File: src/rtl/cfi_shadow_stack_ctrl_if.sv
// Commit-port bundle feeding the CFI shadow stack: two commit slots,
// port 0 older; strobe, call/ret flags, link address and return target.
interface cfi_shadow_stack_ctrl_if #(
  parameter int XLEN = 64
);
  logic [1:0]           commit_ack_i;
  logic [1:0]           is_call_i;
  logic [1:0]           is_ret_i;
  logic [1:0][XLEN-1:0] link_addr_i;
  logic [1:0][XLEN-1:0] ret_target_i;

  modport master (
    output commit_ack_i, is_call_i, is_ret_i,
    output link_addr_i, ret_target_i
  );

  modport slave (
    input commit_ack_i, is_call_i, is_ret_i,
    input link_addr_i, ret_target_i
  );
endinterface

File: src/rtl/cfi_shadow_stack_ctrl.sv
// Return-address shadow stack + violation sequencer for the commit stage.
// Ports: clk_i, rst_i (sync, active-high), cm_if (commit bus, slave),
//   arm_i/clear_i pulses; armed_o, halt_commit_o, violation_o,
//   viol_code_o (01 mismatch, 10 underflow, 11 overflow), viol_cnt_o, depth_o.
// Option: CFI_SS_OVERFLOW_TRAP_EN makes a push into a full stack a violation
//   instead of overwriting the oldest entry.
module cfi_shadow_stack_ctrl #(
  parameter int DEPTH = 16,
  parameter int XLEN  = 64,
  parameter int CNT_W = 8
) (
  input  logic                       clk_i,
  input  logic                       rst_i,
  cfi_shadow_stack_ctrl_if.slave     cm_if,
  input  logic                       arm_i,
  input  logic                       clear_i,
  output logic                       armed_o,
  output logic                       halt_commit_o,
  output logic                       violation_o,
  output logic [1:0]                 viol_code_o,
  output logic [CNT_W-1:0]           viol_cnt_o,
  output logic [$clog2(DEPTH):0]     depth_o
);
  localparam int AW = $clog2(DEPTH);
  localparam int OW = AW + 1;

  typedef enum logic [1:0] {
    S_IDLE, S_ARMED, S_HALTED
  } state_t;

  state_t            r_state, w_state;
  logic [XLEN-1:0]   r_stack [DEPTH];
  logic [AW-1:0]     r_ptr, w_ptr;
  logic [OW-1:0]     r_occ, w_occ;
  logic              r_viol, w_viol;
  logic [1:0]        r_code, w_code;
  logic [CNT_W-1:0]  r_cnt;

  logic [1:0]           w_ev;
  logic [1:0]           w_we;
  logic [1:0][AW-1:0]   w_wa;
  logic [1:0][XLEN-1:0] w_wd;
  logic [XLEN-1:0]      w_top;

  assign w_ev = cm_if.commit_ack_i
              & (cm_if.is_call_i | cm_if.is_ret_i);

  // Port 0 then port 1, each as pop-then-push; the first violation
  // stops everything after it in the same cycle.
  always_comb begin
    w_ptr  = r_ptr;
    w_occ  = r_occ;
    w_viol = 1'b0;
    w_code = 2'b00;
    w_we   = '0;
    w_wa   = '0;
    w_wd   = '0;
    w_top  = '0;
    for (int p = 0; p < 2; p++) begin
      if (r_state == S_ARMED && !w_viol && w_ev[p]) begin
        if (cm_if.is_ret_i[p]) begin
          if (w_occ == '0) begin
            w_viol = 1'b1;
            w_code = 2'b10;
          end else begin
            w_top = r_stack[w_ptr - AW'(1)];
            // port 0's push is not in the array yet
            if (p == 1 && w_we[0] && w_wa[0] == w_ptr - AW'(1))
              w_top = w_wd[0];
            w_ptr = w_ptr - AW'(1);
            w_occ = w_occ - OW'(1);
            if (w_top != cm_if.ret_target_i[p]) begin
              w_viol = 1'b1;
              w_code = 2'b01;
            end
          end
        end
        if (cm_if.is_call_i[p] && !w_viol) begin
          if (w_occ == OW'(DEPTH)) begin
`ifdef CFI_SS_OVERFLOW_TRAP_EN
            w_viol = 1'b1;
            w_code = 2'b11;
`else
            // circular overwrite of the oldest entry
            w_we[p] = 1'b1;
            w_wa[p] = w_ptr;
            w_wd[p] = cm_if.link_addr_i[p];
            w_ptr   = w_ptr + AW'(1);
`endif
          end else begin
            w_we[p] = 1'b1;
            w_wa[p] = w_ptr;
            w_wd[p] = cm_if.link_addr_i[p];
            w_ptr   = w_ptr + AW'(1);
            w_occ   = w_occ + OW'(1);
          end
        end
      end
    end

    w_state = r_state;
    unique case (r_state)
      S_IDLE:   if (arm_i)   w_state = S_ARMED;
      S_ARMED:  if (w_viol)  w_state = S_HALTED;
      S_HALTED: if (clear_i) w_state = S_ARMED;
      default:  w_state = S_IDLE;
    endcase
  end

  always_ff @(posedge clk_i) begin
    if (rst_i) begin
      r_state <= S_IDLE;
      r_ptr   <= '0;
      r_occ   <= '0;
      r_viol  <= 1'b0;
      r_code  <= 2'b00;
      r_cnt   <= '0;
    end else begin
      r_state <= w_state;
      r_ptr   <= w_ptr;
      r_occ   <= w_occ;
      r_viol  <= w_viol;
      if (w_viol) begin
        r_code <= w_code;
        if (r_cnt != '1)
          r_cnt <= r_cnt + CNT_W'(1);
      end else if (r_state == S_HALTED && clear_i) begin
        r_code <= 2'b00;
      end
    end
  end

  // Later port wins when both slots target one entry.
  always_ff @(posedge clk_i) begin
    for (int p = 0; p < 2; p++)
      if (w_we[p])
        r_stack[w_wa[p]] <= w_wd[p];
  end

  assign armed_o       = (r_state != S_IDLE);
  assign halt_commit_o = (r_state == S_HALTED);
  assign violation_o   = r_viol;
  assign viol_code_o   = r_code;
  assign viol_cnt_o    = r_cnt;
  assign depth_o       = r_occ;
endmodule

File: src/flat_wrapper.sv
// flat-port wrapper written by rule: the top's interface ports become plain ports
module cfi_shadow_stack_ctrl_flat 
#(
  parameter int DEPTH = 16,
  parameter int XLEN  = 64,
  parameter int CNT_W = 8
)
  (clk_i, rst_i, arm_i, clear_i, armed_o, halt_commit_o, violation_o, viol_code_o, viol_cnt_o, depth_o, cm_if_commit_ack_i, cm_if_is_call_i, cm_if_is_ret_i, cm_if_link_addr_i, cm_if_ret_target_i);
  cfi_shadow_stack_ctrl_if #(.XLEN(XLEN)) cm_if_i ();
  input  logic clk_i;
  input  logic rst_i;
  input  logic arm_i;
  input  logic clear_i;
  output logic armed_o;
  output logic halt_commit_o;
  output logic violation_o;
  output logic [1:0] viol_code_o;
  output logic [CNT_W-1:0] viol_cnt_o;
  output logic [$clog2(DEPTH):0] depth_o;
  input wire logic [$bits(cm_if_i.commit_ack_i)-1:0] cm_if_commit_ack_i;
  input wire logic [$bits(cm_if_i.is_call_i)-1:0] cm_if_is_call_i;
  input wire logic [$bits(cm_if_i.is_ret_i)-1:0] cm_if_is_ret_i;
  input wire logic [$bits(cm_if_i.link_addr_i)-1:0] cm_if_link_addr_i;
  input wire logic [$bits(cm_if_i.ret_target_i)-1:0] cm_if_ret_target_i;
  assign cm_if_i.commit_ack_i = cm_if_commit_ack_i;
  assign cm_if_i.is_call_i = cm_if_is_call_i;
  assign cm_if_i.is_ret_i = cm_if_is_ret_i;
  assign cm_if_i.link_addr_i = cm_if_link_addr_i;
  assign cm_if_i.ret_target_i = cm_if_ret_target_i;
  cfi_shadow_stack_ctrl #(.DEPTH(DEPTH), .XLEN(XLEN), .CNT_W(CNT_W)) u_core (.clk_i(clk_i), .rst_i(rst_i), .cm_if(cm_if_i), .arm_i(arm_i), .clear_i(clear_i), .armed_o(armed_o), .halt_commit_o(halt_commit_o), .violation_o(violation_o), .viol_code_o(viol_code_o), .viol_cnt_o(viol_cnt_o), .depth_o(depth_o));
endmodule
File: config.mk
export PLATFORM = sky130hd
export DESIGN_NAME = cfi_shadow_stack_ctrl_flat
export DESIGN_NICKNAME = d
export VERILOG_FILES = /design/src/rtl/cfi_shadow_stack_ctrl_if.sv /design/src/rtl/cfi_shadow_stack_ctrl.sv /design/src/flat_wrapper.sv
export SDC_FILE = /design/constraint.sdc
export NUM_CORES = 2
export LEC_CHECK = 0
export CAP_MARGIN = 20
export CORE_MARGIN = 10
export CORE_UTILIZATION = 25
export CTS_BUF_LIST = sky130_fd_sc_hd__clkbuf_8 sky130_fd_sc_hd__clkbuf_16
export CTS_CLUSTER_DIAMETER = 120
export DETAILED_ROUTE_END_ITERATION = 6
export GPL_ROUTABILITY_DRIVEN = 0
export PLACE_DENSITY = 0.52
export SYNTH_ARGS = -nofsm -noshare
export SYNTH_HDL_FRONTEND = slang
export SYNTH_SLANG_ARGS = --single-unit
File: constraint.sdc
create_clock -name clk_i -period 42.8 [get_ports clk_i]
set_clock_uncertainty 0.1 [all_clocks]
set_input_delay 12.84 -clock clk_i [delete_from_list [all_inputs] [get_ports clk_i]]
set_output_delay 12.84 -clock clk_i [all_outputs]
set_load 0.02 [all_outputs]
### Word level (Yosys, flattened, before mapping)

Memories as Yosys holds them, arrays and structs flattened.
Index checks and enable logic that the tools add are counted.

* register bits: 22
* bits in writable memories: 1024
* bits of input ports: 266
* output and inout port bits: 18
* word-level logic and storage cells: 112
* memories: 1

* add/sub/neg operators: 9
* equal/unequal tests: 11
* mux-type cells: 66
* bitwise logic cells: 2
* reductions and logical operators: 17

Memory list
* u_core.r_stack: depth 16, bits a word 64, read ports 2, clocked after memory_dff 0, write ports 2, line cfi_shadow_stack_ctrl.sv:32 `logic [XLEN-1:0] r_stack [DEPTH];`

Operator list (number)
* 64-bit two-way mux: 8
* 64-bit inequality test: 2
* 5-bit two-way mux: 12
* 4-bit two-way mux: 14
* 2-bit two-way mux: 12
* 1-bit two-way mux: 19
* 5-bit by 1-bit adder with 5-bit output, second input constant: 2
* 5-bit equality test, second input constant: 2
* 5-bit logical NOT: 2
* 5-bit by 1-bit subtractor with 5-bit output, second input constant: 2
* 4-bit by 1-bit adder with 4-bit output, second input constant: 2
* 8-bit by 1-bit adder with 8-bit output, second input constant: 1
* 8-bit inequality test, second input constant: 1
* 4-bit by 1-bit subtractor with 4-bit output, second input constant: 2
* 1-bit logical AND: 7
* 2-bit case mux with 3 select lines: 1
* 4-bit equality test: 1
* 2-bit inequality test, second input constant: 2
* 2-bit nonzero test: 2
* 1-bit logical NOT: 3
* 3-bit AND reduction: 1
* 2-bit bitwise AND: 1
* 2-bit by 1-bit equality test with 1-bit output, second input constant: 1
* 2-bit equality test, second input constant: 1
* other kinds (4): 4

### Depth between registers and ports, before layout

An unclocked memory read counts as a cell.

* depth after elaboration: 29
* gate-level depth with buffers: 50
* gate-level depth less buffers: 34

### Least setup slack after synthesis

Ideal clock, no wire load.

* path kind: input-to-reg
* from: input port cm_if_ret_target_i[31]
* to: memory u_core.r_stack[12][0] (enable)
* setup time: 1.045 ns
* arrival: 22.446 ns
* data required time: 41.655 ns
* setup slack: 19.210 ns
* stages: 36
* path buffers: 10
* cells stage by stage: buf_1 > xnor2_1 > a221oi_1 > o211ai_1 > o22a_1 > nor4_2 > nand4_4 > a21o_1 > clkinv_1 > ha_1 > nand2_1 > nand2_1 > clkbuf_1 > buf_2 > buf_1 > clkbuf_1 > buf_1 > clkbuf_1 > nand2_1 > and3_1 > a31oi_1 > mux2i_1 > mux2_2 > a2111oi_0 > o32ai_1 > nor4_1 > nand4_1 > o31ai_4 > buf_2 > and2_1 > ha_1 > nor3_1 > nand4_1 > buf_2 > buf_2 > o21ai_0

RTL lines
* start: declaration: line flat_wrapper.sv:24 `input wire logic [$bits(cm_if_i.ret_target_i)-1:0] cm_if_ret_target_i;`
* end: declaration: line cfi_shadow_stack_ctrl.sv:32

==> flow_summary.json <==
{
  "outcome": "complete, but fails checks",
  "violations": "DRC",
  "grt_max_degree": 111,
  "cpMostUsedCell": "buf_4",
  "cts.htree.levels": 4,
  "whs_path_depth": 2,
  "via_count": 54754,
  "coreArea_um2": 267400,
  "yosysWarnings": 0,
  "r2r_end": "u_core.r_stack[13][62]",
  "cts_made_buffers": 130,
  "final_common_cell": "mux2i_1",
  "crit_slowest_cell": "xnor2_1",
  "clk_path_buf_depth": 3,
  "rows": 190,
  "dieArea_um2": 289500,
  "antenna_found_initial": 31,
  "ys_types": 95,
  "peakVddDrop_mv": 0.04690,
  "worstSkewPairLatency_ps": 850,
  "max_stage_delay_ps": 1120,
  "path_delay_family": "buffers and inverters",
  "met3WireLength_um": 42090,
  "p_seq_share_pct": 35.3,
  "final_layout_size_suffix_gt1_share_pct": 13.15,
  "wl_met2_um": 144600,
  "clk_pin_slew_ps": 60,
  "r2r_cells": 33,
  "post-route-drc-count": 13,
  "cts_tree": "yes",
  "worst_pin_slew_ps": 1321,
  "routed.top_layer": "met5",
  "vias_per_cell": 5.909,
  "p_int_w": 0.002023,
  "power_frac_clock_pct": 35.8,
  "min_path_type": "reg2reg",
  "hold_buffers": 0,
  "synth-seq-cells": 1046,
  "drt-total-wl_um": 345400,
  "rrSetupSlack_ps": 23750,
  "synth_fp_nets": 5851,
  "cts-root-buf": "clkbuf_16",
  "grtUsageTotal_pct": 22.78,
  "place.port_buffers": 283,
  "drv_slew": 0,
  "hold_viol": 0,
  "min_from": "u_core.viol_code_o[1]",
  "dpl.hpwl_um": 219400,
  "p_per_area_nw_per_um2": 40.80,
  "dr.first_iter.drc_count": 8787,
  "post_cts_buffers": 0,
  "fin_crit_sh_pct": 63.69,
  "initial_core_util_pct": 25.09,
  "drt-met1-wl_um": 128900,
  "setup_viol": 0,
  "cts.sinks": 1046,
  "synth_edf_count": 1024,
  "synthToLayoutAreaGrowth_pct": 15.86,
  "end_kind": "register",
  "ctsResizeCount": 0,
  "worst_hold_path.endpoint": "u_core.viol_code_o[1]",
  "synthArstFlopShare_pct": 0,
  "rsz0062_at_grt": "no",
  "p_sw_w": 0.001149,
  "max_slew_margin_pct": 11.28,
  "switching_share_pct": 36.22,
  "critPathKind": "in2reg",
  "grt_pass1_wl_um": 459300,
  "synth_ff_type": "edfxtp_1",
  "period_needed_ps": 27260,
  "die_w_um": 538.0,
  "worstPathArrival_ps": 27580,
  "start_kind": "input pin",
  "r2r_start": "u_core.r_ptr[0]",
  "cp.required_ps": 43120,
  "grt_pass1_vias": 51876,
  "grt.overflow.total": 0,
  "avgSynthCellArea_um2": 12.04,
  "fill_cells": 27240,
  "synthCells": 5572,
  "final_cell_mix": "mux2i_1 (1381), edfxtp_1 (1024), nand2_1 (668), clkdlybuf4s50_1 (283), nand3_1 (275)",
  "cp_max_fo": 102,
  "cap_violations": 0,
  "first_pass_iters": 7,
  "syn_area_um2": 67090,
  "ant_nets": 0,
  "max_freq_mhz": 36.68,
  "cp_num_buf_inv": 10,
  "die_h_um": 538.0,
  "nets": 5882,
  "power_w": 0.003172,
  "yosysSeqAreaShare_pct": 46.49,
  "power_frac_comb_pct": 28.9,
  "cellLeakagePower_nw": 33.74,
  "ios": 284,
  "tns_ps": 0,
  "wl_per_cell_um": 37.28
}
==> synth_stat cells, types with 24 or more instances <==
cell type / n / share of area [%]
o31ai_1: 24 / 0.27
mux4_2: 268 / 9.0
xor2_1: 83 / 1.1
a31oi_1: 63 / 0.59
nand3_2: 37 / 0.55
o22ai_1: 55 / 0.51
buf_6: 60 / 1.0
buf_1: 62 / 0.35
nand2_1: 670 / 3.7
nand4_1: 50 / 0.47
a21oi_1: 146 / 1.1
nor3_1: 52 / 0.39
o211ai_1: 30 / 0.34
o21ai_0: 97 / 0.72
xnor2_1: 70 / 0.91
inv_1: 50 / 0.28
buf_4: 35 / 0.39
edfxtp_1: 1024 / 46
mux2i_1: 1385 / 21
nand3_1: 275 / 2.1
clkbuf_1: 241 / 1.3
nor2_1: 134 / 0.75
buf_2: 163 / 1.2
and3_1: 61 / 0.57
==> power groups by stage <==
| stage | clock network [W] | registers, W | logic (W) |
|---|---|---|---|
| detailed placement | 0 | 0.00114 | 0.000869 |
| global placement | 0 | 0.00114 | 0.000866 |
| finish | 0.00113 | 0.00112 | 0.000917 |
| global route | 0.00118 | 0.00112 | 0.000918 |
| CTS | 0.00114 | 0.00112 | 0.000872 |
| floorplan | 0 | 0.00114 | 0.000453 |
==> kinds of logic (layout without fill, tap and decap cells) <==
group,after synthesis,in the layout,synth area share (%)
xor gates and xnor gates,154,154,2.022
AOI/OAI and AO/OA,660,660,6.665
DFF,1046,1046,46.49
buffers and inverters,615,748,4.612
and+or+nand+nor,1409,1409,9.931
muxes,1675,1675,30.04
adders and majority gates,13,13,0.2425
other,0,9,0
==> flip-flops by register name, indices dropped and copies added, names as in the netlist <==
| register | flops |
|---|---|
| u_core.viol_cnt_o | 8 |
| u_core.r_ptr | 4 |
| u_core.r_state | 2 |
| u_core.viol_code_o | 2 |
| u_core.r_stack | 1024 |
| u_core.depth_o | 5 |
| u_core.violation_o | 1 |
==> metrics by stage <==
stage          util, %  setup WS [ps]  std cells  hold slack (ps)  instance area (um^2)
6_report         29.06          15540       9266            388.1                 77730
5_1_grt          29.06          15920       9260            413.6                 77710
4_1_cts          29.04          16420       9254            390.0                 77670
3_5_place_dp     27.45          15590       9020            385.0                 73410
3_3_place_gp     27.41          14560       9013            375.4                 73320
2_1_floorplan        -          19210       5572            446.3                 67090
==> metal layers <==
| layer | track usage, % | vias to the layer above |
|---|---|---|
| li1 | - | 21536 |
| met1 | 28.68 | 27977 |
| met2 | 32.89 | 4234 |
| met3 | 7.208 | 977 |
| met4 | 16.16 | 30 |
| met5 | 0 | - |
==> worst register-to-register path, delay by kind of cell (launching register included) <==
family	cells	cell delay, ps
multiplexers	2	1340
AO/OA/AOI/OAI	9	4090
AND/OR/NAND/NOR	11	5190
adder cells (fa/ha/maj)	2	1310
XOR/XNOR	1	500
flip-flops	1	760
buffers and inverters	8	5330
==> worst max path at each step <==
stage	endpoint	cells after the start	startpoint	slack, ps
2_1_floorplan	u_core.r_stack[12][0]	36	cm_if_ret_target_i[31]	19210
3_3_place_gp	u_core.r_stack[13][42]	31	cm_if_ret_target_i[61]	14560
3_5_place_dp	u_core.r_stack[13][42]	31	cm_if_ret_target_i[31]	15590
4_1_cts	u_core.r_stack[13][62]	31	cm_if_ret_target_i[31]	16420
5_1_grt	u_core.r_stack[13][62]	30	cm_if_ret_target_i[15]	15920
6_report	u_core.r_stack[13][62]	32	cm_if_ret_target_i[50]	15540
==> layout make-up <==
class | instances | area (um^2) | area share, %
multi-input combinational | 3911 | 33230 | 42.75
sequential | 1046 | 31190 | 40.13
tap | 3552 | 4444 | 5.718
timing repair buffer | 460 | 4373 | 5.626
clock buffer | 134 | 3342 | 4.299
clock inverter | 100 | 922.1 | 1.186
inverter | 54 | 203.9 | 0.2624
antenna | 9 | 22.52 | 0.02897
Power figures use the tool's default switching activity.
